==> config.mk <==
export PLATFORM = sky130hd
export DESIGN_NAME = railway_crossing_ctrl
export DESIGN_NICKNAME = d
export VERILOG_FILES = /design/src/rtl/railway_crossing_ctrl.sv
export SDC_FILE = /design/constraint.sdc
export NUM_CORES = 1
export LEC_CHECK = 0
export ABC_CLOCK_PERIOD_IN_PS = 2420
export CORE_MARGIN = 2
export CORE_UTILIZATION = 49
export CTS_CLUSTER_DIAMETER = 30
export DETAILED_ROUTE_END_ITERATION = 10
export GPL_TIMING_DRIVEN = 0
export PLACE_DENSITY = 0.78
export SLEW_MARGIN = 10
export SYNTH_ARGS = -nofsm -noshare
export SYNTH_HDL_FRONTEND = slang
export SYNTH_SLANG_ARGS = --single-unit
==> constraint.sdc <==
create_clock -name i_clk -period 2.42 [get_ports i_clk]
set_input_delay 0.605 -clock i_clk [delete_from_list [all_inputs] [get_ports i_clk]]
set_output_delay 0.605 -clock i_clk [all_outputs]
set_load 0.03 [all_outputs]
==> src/rtl/railway_crossing_ctrl.sv <==
// railway_crossing_ctrl
// Level-crossing controller for N_TRACKS independent tracks. Any detector high
// starts a timed warn -> lower -> closed -> clear -> raise sequence that drives the
// gate actuator and the signal lights. Re-detection during raise reverses the
// gate. A watchdog on the closed period latches a sticky fault. All outputs are
// registered (Moore).
//
// Ports
//   i_clk            rising-edge clock
//   i_reset          asynchronous, active-high reset
//   i_rail_detect    per-track train present
//   o_gate           00 open, 01 lowering, 10 closed, 11 raising
//   o_light          001 green, 010 yellow, 100 red, 111 fault
//   o_state          FSM state encoding
//   o_occupied       registered popcount of i_rail_detect (informational)
//   o_closure_count  completed closures, wraps at 2^CNT_W
//   o_fault          sticky watchdog fault
module railway_crossing_ctrl #(
  parameter int unsigned N_TRACKS     = 2,
  parameter int unsigned WARN_CYCLES  = 4,
  parameter int unsigned GATE_CYCLES  = 3,
  parameter int unsigned CLEAR_CYCLES = 2,
  parameter int unsigned MAX_CLOSED   = 64,
  parameter int unsigned CNT_W        = 8
) (
  input  logic                              i_clk,
  input  logic                              i_reset,
  input  logic [N_TRACKS-1:0]               i_rail_detect,
  output logic [1:0]                        o_gate,
  output logic [2:0]                        o_light,
  output logic [2:0]                        o_state,
  output logic [$clog2(N_TRACKS+1)-1:0]     o_occupied,
  output logic [CNT_W-1:0]                  o_closure_count,
  output logic                              o_fault
);

  localparam int unsigned OCC_W = $clog2(N_TRACKS + 1);
  // Watchdog gets its own width so MAX_CLOSED is representable whatever CNT_W is.
  localparam int unsigned WD_W  = $clog2(MAX_CLOSED + 1);

  // Timers are loaded with (cycles - 1) so a state lasts exactly its parameter.
  localparam logic [CNT_W-1:0] WARN_LD  = CNT_W'(WARN_CYCLES - 1);
  localparam logic [CNT_W-1:0] GATE_LD  = CNT_W'(GATE_CYCLES - 1);
  localparam logic [CNT_W-1:0] CLEAR_LD = CNT_W'(CLEAR_CYCLES - 1);
  localparam logic [WD_W-1:0]  WD_MAX   = WD_W'(MAX_CLOSED);

  typedef enum logic [2:0] {
    StIdle   = 3'b000,
    StWarn   = 3'b001,
    StLower  = 3'b010,
    StClosed = 3'b011,
    StClear  = 3'b100,
    StRaise  = 3'b101
  } state_e;

  state_e             r_state;
  logic [CNT_W-1:0]   r_timer;
  logic [WD_W-1:0]    r_wd;
  logic               r_fault;
  logic [CNT_W-1:0]   r_count;
  logic [1:0]         r_gate;
  logic [2:0]         r_light;
  logic [OCC_W-1:0]   r_occ;

  state_e             w_state_nxt;
  logic [CNT_W-1:0]   w_timer_nxt;
  logic [WD_W-1:0]    w_wd_nxt;
  logic [WD_W-1:0]    w_wd_inc;
  logic               w_fault_nxt;
  logic [CNT_W-1:0]   w_count_nxt;
  logic [OCC_W-1:0]   w_popcnt;
  logic               w_det;
  logic               w_in_closed;
  logic               w_timer_done;

  function automatic logic [1:0] gate_of(input state_e st);
    case (st)
      StIdle, StWarn:   gate_of = 2'b00;
      StLower:          gate_of = 2'b01;
      StClosed, StClear: gate_of = 2'b10;
      StRaise:          gate_of = 2'b11;
      default:          gate_of = 2'b01;
    endcase
  endfunction

  function automatic logic [2:0] light_of(input state_e st, input logic flt);
    if (flt) begin
      light_of = 3'b111;
    end else begin
      case (st)
        StIdle:          light_of = 3'b001;
        StWarn, StRaise: light_of = 3'b010;
        default:         light_of = 3'b100;
      endcase
    end
  endfunction

  always_comb begin
    w_popcnt = '0;
    for (int i = 0; i < int'(N_TRACKS); i++) begin
      w_popcnt = w_popcnt + OCC_W'(i_rail_detect[i]);
    end
  end

  assign w_det        = |i_rail_detect;
  assign w_in_closed  = (r_state == StClosed) || (r_state == StClear);
  assign w_wd_inc     = r_wd + WD_W'(1);
  assign w_timer_done = (r_timer == '0);

  always_comb begin
    w_state_nxt = r_state;
    w_timer_nxt = r_timer;
    w_wd_nxt    = r_wd;
    w_fault_nxt = r_fault;
    w_count_nxt = r_count;
    if (r_fault) begin
      // Latched fault: hold the gate down and ignore detectors until reset.
      w_state_nxt = StClosed;
    end else if (w_in_closed && (w_wd_inc == WD_MAX)) begin
      // Expiry beats any simultaneous detector change.
      w_fault_nxt = 1'b1;
      w_state_nxt = StClosed;
      w_wd_nxt    = w_wd_inc;
    end else begin
      case (r_state)
        StIdle: begin
          if (w_det) begin
            w_state_nxt = StWarn;
            w_timer_nxt = WARN_LD;
          end
        end
        StWarn: begin
          // Warning always runs to completion, even if the train vanishes.
          if (w_timer_done) begin
            w_state_nxt = StLower;
            w_timer_nxt = GATE_LD;
            w_wd_nxt    = '0;
          end else begin
            w_timer_nxt = r_timer - CNT_W'(1);
          end
        end
        StLower: begin
          if (w_timer_done) begin
            w_state_nxt = StClosed;
          end else begin
            w_timer_nxt = r_timer - CNT_W'(1);
          end
        end
        StClosed: begin
          w_wd_nxt = w_wd_inc;
          if (!w_det) begin
            w_state_nxt = StClear;
            w_timer_nxt = CLEAR_LD;
          end
        end
        StClear: begin
          if (w_det) begin
            w_state_nxt = StClosed;
            w_timer_nxt = '0;
            w_wd_nxt    = w_wd_inc;
          end else if (w_timer_done) begin
            w_state_nxt = StRaise;
            w_timer_nxt = GATE_LD;
            w_wd_nxt    = '0;
          end else begin
            w_timer_nxt = r_timer - CNT_W'(1);
            w_wd_nxt    = w_wd_inc;
          end
        end
        StRaise: begin
          if (w_det) begin
            // Reversal: full lowering time from wherever the gate is.
            w_state_nxt = StLower;
            w_timer_nxt = GATE_LD;
            w_wd_nxt    = '0;
          end else if (w_timer_done) begin
            w_state_nxt = StIdle;
            w_count_nxt = r_count + CNT_W'(1);
          end else begin
            w_timer_nxt = r_timer - CNT_W'(1);
          end
        end
        default: begin
          // Unreachable encodings fail safe toward a lowered gate.
          w_state_nxt = StLower;
          w_timer_nxt = GATE_LD;
          w_wd_nxt    = '0;
        end
      endcase
    end
  end

  always_ff @(posedge i_clk or posedge i_reset) begin
    if (i_reset) begin
      r_state <= StIdle;
      r_timer <= '0;
      r_wd    <= '0;
      r_fault <= 1'b0;
      r_count <= '0;
      r_gate  <= 2'b00;
      r_light <= 3'b001;
      r_occ   <= '0;
    end else begin
      r_state <= w_state_nxt;
      r_timer <= w_timer_nxt;
      r_wd    <= w_wd_nxt;
      r_fault <= w_fault_nxt;
      r_count <= w_count_nxt;
      r_gate  <= gate_of(w_state_nxt);
      r_light <= light_of(w_state_nxt, w_fault_nxt);
      r_occ   <= w_popcnt;
    end
  end

  assign o_gate          = r_gate;
  assign o_light         = r_light;
  assign o_state         = r_state;
  assign o_occupied      = r_occ;
  assign o_closure_count = r_count;
  assign o_fault         = r_fault;

endmodule

==> out/metrics.csv, run 1 <==
stage;metric;value;unit
timing;Fin Setup TNS;0;ns
drt;Initial DRC Count;153;
floorplan;row cnt;23;
cts;Clock Latency Late Sink;0.29;ns
setup_path;Largest delay share family, worst path;simple AND/OR/NAND/NOR gates;
timing;Slew @ Worst Pin;0.698;ns
yosys;top_reg_cell synth;dfrtp_1;
placed_design;RD Place Congestion;0.849;
setup_path;Crit-path slowest cell;or4_1;
global_routing;met1 usage;28.4;%
yosys;share of the synthesized area in the top cell type;40.5;%
drt;via count;1753;
outcome;status;completed;
yosys;register area share after synthesis;41.8;%
global_routing;vias in the first global route;1713;
min_path;hold endpoint;o_closure_count[7];
setup_path;Worst R2R Start;r_wd[0];
timing;final hold violations;0;
cts;htree depth;2;
floorplan;Die ar.;4700;um^2
timing;Layout Skew;0.00765;ns
yosys;asr flop ratio synth;100;%
floorplan;Die H;68.5;um
yosys;post-synthesis mux area share;1.96;%
yosys;Adder-Cell Fraction of Synth Area;4.90;%
power_and_ir_drop;P_leak;0.00112;uW
floorplan;die width;68.5;um
yosys;area leader, netlist;dfrtp_1;
global_routing;Total GRT Usage;21.7;%
timing;max-slew violations;0;
yosys;complex-gate fraction of the synthesized area;18.0;%
setup_path;crit start category;primary input;
drt;vias per inst;5.75;
timing;fin crit share;95.5;%
final_layout;Final Util;62.3;%
yosys;Yosys warnings;0;
setup_path;r2r setup slk;0.13;ns
global_routing;first-pass GRT wire length;7730;um
global_routing;global-route congestion overflow total;0;
setup_path;critical path fanouts, max;8;
yosys;Post-Syn Nets;235;
yosys;mapped cell area;2040;um^2
cts;CTS hold repair buffers;0;
placed_design;placed cell count;295;
yosys;XOR/XNOR share of the synthesized area;5.15;%
final_layout;fin cells;305;
drt;DRT Pass-1 Iters;4;
timing;RSZ-0062 raised after global routing;false;
yosys;cells after synthesis;223;
global_routing;antenna violations before repair;0;
floorplan;Initial Util;51.0;%
cts;Clock transition at path regs;0.07;ns
run;Max-cap violations;0;
power_and_ir_drop;Final Power;2590;uW
placed_design;Port Buffer Count;22;
cts;CTS Buffer Depth;2;
timing;Final min period;2.31;ns
yosys;distinct cell type count after synthesis;51;
setup_path;FF-to-FF path depth;10;
min_path;hold path cells;1;
drt;# DRC;0;
yosys;number of synthesized flops with an enable pin;0;
setup_path;CP Buf/Inv Count;2;
floorplan;I/O Pins;23;
setup_path;WP data required;2.64;ns
global_routing;met3 GRT Util;5.36;%
yosys;Synth top cells by count;dfrtp_1 (33), nand2_1 (19), nor2_1 (18);
floorplan;Core ar.;4000;um^2
cts;Num CTS Buffers;5;
drt;routed len/inst;15.1;um
final_layout;Area Overhead vs Synth;22.1;%
min_path;hold_sp;o_closure_count[7];
min_path;Hold WC Path Type;flop to flop;
timing;Max-slew headroom;53.4;%
yosys;Synth Register Bits;34;
setup_path;Crit path arrival time;2.53;ns
final_layout;nets;266;
final_layout;number of fill cells;354;
yosys;main combinational cell family by area after synthesis;simple AND/OR/NAND/NOR gates;
yosys;top-count cell post-synth;dfrtp_1;
setup_path;crit end category;flop;
drt;DRT antenna net count;0;
timing;worst hold slack;0.465;ns
global_routing;largest net degree at the start of global routing;35;
cts;CTS Sinks;34;
yosys;Syn Area/Cell;9.15;um^2
global_routing;GRT met2 Usage;34.4;%
yosys;simple-gate portion of the synthesized area;22.9;%
power_and_ir_drop;Max VDD drop;675;uV
setup_path;critical-path cell list;clkdlybuf4s50_1 > inv_1 > ha_4 > nand3b_1 > a21oi_2 > or4_1 > or3_1 > a21oi_1;
global_routing;global route hottest layer;met2;
setup_path;critical path class;primary input to flop;
final_layout;share of cells above drive strength 1;15.3;%
timing;Setup-failing EPs final;0;
final_layout;# diodes;0;
placed_design;DP HPWL;3140;um
drt;final wirelength;4590;um
power_and_ir_drop;power density cells;1040;nW/um^2
setup_path;max incr delay on CP;0.49;ns
yosys;Synth area leaders;dfrtp_1 (40%), ha_1 (4.9%), xor2_1 (3.9%), nand2_1 (3.5%), nor2_1 (3.3%);
cts;CTS tree;yes;
cts;root buffer cell;clkbuf_8;
setup_path;R2R Path End;o_closure_count[1];
timing;Achievable Freq;433;MHz
-- stage by stage --
| stage | setup WS (ns) | cell area (um^2) |
|---|---|---|
| global route | 0.0157 | 2490 |
| floorplan | 0.163 | 2040 |
| finish | 0.108 | 2490 |
| global placement | -0.448 | 2320 |
| CTS | 0.0127 | 2430 |
| detailed placement | -0.505 | 2320 |
-- worst max-delay path by stage --
stage,from,to,slack (ns),cells after the start
finish,i_rail_detect[1],r_timer[5],0.11,8
global route,r_wd[0],o_closure_count[1],0.02,10
global placement,i_rail_detect[0],r_timer[5],-0.45,9
CTS,r_wd[0],o_closure_count[1],0.01,10
detailed placement,i_rail_detect[1],r_timer[5],-0.50,9
floorplan,i_rail_detect[0],r_timer[5],0.16,8
-- layout by cell type, fill, tap and decap left out, drive strengths merged, types with 5 or more instances in the layout --
master and instances:
a21oi 13, buf 9, clkbuf 14, clkdlybuf4s50 22, dfrtp 33, ha 8, inv 11, nand2 19
nand3 10, nor2 19, nor3 9, o21ai 15, o31ai 9, or4 5, xor2 9
-- state kept, by name, indices dropped and copies added (netlist names) --
signal	count
o_occupied	2
o_fault	1
o_closure_count	8
r_wd	7
o_state	3
r_timer	8
o_gate	2
o_light	3
-- layout make-up --
cell class | count | area, um^2 | share of cell area [%]
Multi-Input combinational cell | 164 | 1130 | 45.5
Sequential cell | 34 | 853 | 34.3
Timing Repair Buffer | 26 | 250 | 10.0
Clock buffer | 7 | 86.3 | 3.47
Tap cell | 50 | 62.6 | 2.51
Buffer | 12 | 57.6 | 2.31
Inverter | 11 | 43.8 | 1.76
Clock inverter | 1 | 5.00 | 0.201
-- worst register-to-register path, stage by stage (launching register included) --
cell,delay [ns]
dfrtp_2,0.45
ha_2,0.23
nand3_1,0.14
nor2_2,0.08
xnor2_1,0.30
nor3_4,0.11
nor2_4,0.17
inv_4,0.07
buf_6,0.15
nor2_2,0.16
mux2_4,0.31
-- per-layer routing --
metal,wire length [um],vias to the layer above
li1,-,866
met1,2000,836
met2,2270,40
met3,210,11
met4,115,0
met5,0,-
-- kinds of logic (layout without fill, tap and decap cells) --
family,after synthesis,after routing
simple gates,85,85
compound gates,56,56
flops,34,34
buf+inv,25,57
xor+xnor,12,12
fa+ha+maj,8,8
mux,3,3
-- timing repair --
action / CTS / global route
buffers inserted: 0 / 4
cloned: 0 / 0
endpoints found under the setup margin: 7 / 16
resized for setup: 5 / 7
pin swaps: 0 / 3
-- report_power, final --
| group | switching (uW) | internal (uW) |
|---|---|---|
| Clock | 219 | 230 |
| Sequential | 130 | 704 |
| Combinational | 764 | 540 |
| Total | 1110 | 1470 |
(Power assumes the default switching activity.)
==> run 2, diff against run 1 <==
- CTS_CLUSTER_SIZE: default -> 8
==> results of run 2 <==
No change in the layout: final DEF, timing and power equal those of run 1.
==> run 3, diff against run 2 <==
- ABC_CLOCK_PERIOD_IN_PS: 2420 -> 2000
- CORE_MARGIN: 2 -> default
- PLACE_DENSITY: 0.78 -> 0.81
- SLEW_MARGIN: 10 -> default
- clock period: 2.42 -> 2 ns (I/O delays scaled with it)
==> run 3 against run 2 <==
The flow now finishes with violations (setup timing). Design area up 22%. Combinational power grew 79%. Sequential cell count unchanged. Sequential share of layout area decreased by 5.8 points. Global-route usage increased by 5.0 points. Register-to-register slack worse by 0.30 ns. Clock-buffer cell count fell by 1. Non-clock buffer count is 25 higher. Clock power grew 24%.
==> out/metrics.csv, run 3 (same netlist as run 1, synthesis figures left out) <==
stage;metric;value;unit
setup_path;critical path class;flop to flop;
floorplan;row cnt;23;
drt;routed len/inst;17.6;um
setup_path;critical path fanouts, max;4;
timing;Worst Slack Setup Final;-0.172;ns
final_layout;commonest non-fill, non-tap cell in the layout;dfrtp_1;
cts;htree depth;2;
power_and_ir_drop;power density cells;1300;nW/um^2
setup_path;r2r setup slk;-0.17;ns
final_layout;multi-input logic area;1350;um^2
min_path;hold_sp;o_closure_count[7];
setup_path;crit start category;flop;
setup_path;R2R Path End;r_timer[4];
global_routing;largest net degree at the start of global routing;35;
power_and_ir_drop;Final Power;3920;uW
outcome;status;finished with violations;
drt;# DRC;0;
floorplan;Die ar.;4430;um^2
setup_path;Worst R2R Start;r_wd[0];
timing;final hold violations;0;
cts;Clock transition at path regs;0.08;ns
drt;DRT antenna net count;0;
power_and_ir_drop;Max VDD drop;743;uV
global_routing;vias in the first global route;1815;
placed_design;Placed Area;2410;um^2
run;Max-cap violations;0;
floorplan;I/O Pins;23;
timing;Final min period;2.17;ns
floorplan;Die H;66.5;um
timing;max-slew violations;0;
final_layout;fin cells;331;
cts;CTS Sinks;34;
final_layout;share of cells above drive strength 1;35.9;%
final_layout;number of fill cells;235;
floorplan;Core ar.;4000;um^2
power_and_ir_drop;P_leak;0.00137;uW
timing;Setup-failing EPs final;19;
drt;Initial DRC Count;182;
outcome;failing checks;setup timing;
cts;CTS Buffer Depth;2;
placed_design;pre-CTS WS;-0.626;ns
drt;via count;1977;
setup_path;Crit path arrival time;2.41;ns
timing;Achievable Freq;460;MHz
global_routing;antenna violations before repair;0;
timing;Max-slew headroom;52.5;%
min_path;hold path cells;1;
setup_path;crit end category;flop;
timing;RSZ-0062 raised after global routing;true;
setup_path;WP data required;2.23;ns
placed_design;Port Buffer Count;22;
drt;final wirelength;5820;um
timing;Layout Skew;0.0182;ns
setup_path;FF-to-FF path depth;9;
final_layout;Area Overhead vs Synth;48.4;%
floorplan;Initial Util;51.0;%
global_routing;global-route congestion overflow total;0;
cts;Num CTS Buffers;5;
global_routing;Total GRT Usage;26.7;%
cts;Clock Latency Late Sink;0.31;ns
cts;root buffer cell;clkbuf_8;
drt;DRT Pass-1 Iters;4;
timing;Slew @ Worst Pin;0.708;ns
final_layout;commonest non-fill, non-tap cells in the layout;dfrtp_1 (26), buf_4 (21), nand2_1 (17), clkdlybuf4s50_1 (16), nor2_1 (14);
cts;CTS tree;yes;
timing;fin crit share;109;%
final_layout;Final Util;75.7;%
min_path;Hold WC Path Type;flop to flop;
final_layout;Final Cell Area;3030;um^2
drt;vias per inst;5.97;
placed_design;DP HPWL;3080;um
placed_design;placed cell count;295;
final_layout;nets;292;
min_path;hold endpoint;o_closure_count[7];
floorplan;die width;66.5;um
final_layout;FF+latch area;861;um^2
cts;CTS hold repair buffers;0;
placed_design;RD Place Congestion;0.878;
final_layout;# diodes;0;
global_routing;first-pass GRT wire length;8780;um
==> run 3: cell count changes in the layout (fill, tap and decap cells not counted), sizes merged <==
cell           change
buf               +23
clkbuf             +1
clkdlybuf4s50      -6
clkinv             +1
clkinvlp           +2
dlygate4sd2        +2
dlymetal6s2s       +4
inv                -1
==> run 3: timing repair <==
item	CTS	global route
pin swaps	18	24
resized for setup	22	48
gates cloned	3	0
setup buffers	12	12
endpoints found under the setup margin	26	31
==> run 3: area by class of cell <==
type	count	area share, %
Buffer	14	3.76
Clock inverter	2	0.413
Timing Repair inverter	1	0.248
Tap cell	50	2.07
Inverter	11	1.53
Clock buffer	6	2.73
Multi-Input combinational cell	164	44.5
Timing Repair Buffer	49	16.3
Sequential cell	34	28.4
==> run 3: routing by layer <==
metal	global-route usage (%)	up-vias	share of wire, %
li1	-	916	-
met5	0	-	0
met1	34.0	967	41
met2	42.3	78	50
met3	7.88	16	6.8
met4	10.6	0	2.3
==> run 3: power by group <==
group | total (uW) | leakage, uW | switching [uW] | internal, uW
Clock | 559 | 0.0000472 | 282 | 277
Combinational | 2330 | 0.000888 | 1230 | 1100
Sequential | 1030 | 0.000435 | 168 | 861
Total | 3920 | 0.00137 | 1680 | 2240
==> run 3: worst max path at each step <==
stage                           startpoint         end  slack [ns]
after detailed placement  i_rail_detect[0]  r_timer[5]       -0.63
after CTS                       r_timer[4]  r_timer[0]       -0.18
final                              r_wd[0]  r_timer[4]       -0.17
after global placement    i_rail_detect[0]  r_timer[5]       -0.56
after floorplan           i_rail_detect[0]  r_timer[5]       0.002
after global routing            r_timer[3]  r_timer[6]       -0.26
==> run 3: worst max-delay path, stage by stage, from the launching register on <==
cell        delay [ns]
dfrtp_2           0.45
ha_4              0.20
nand3_4           0.12
nor2_4            0.05
xnor2_2           0.20
nor3_4            0.07
nor2_4            0.21
clkinvlp_4        0.16
or4_4             0.50
a21oi_2           0.13
==> run 3: through the flow <==
stage	setup TNS, ns	hold WS [ns]
detailed placement	-11.89	0.458
floorplan	0	0.496
finish	-1.78	0.484
CTS	-1.81	0.472
global route	-3.68	0.493
global placement	-9.52	0.456
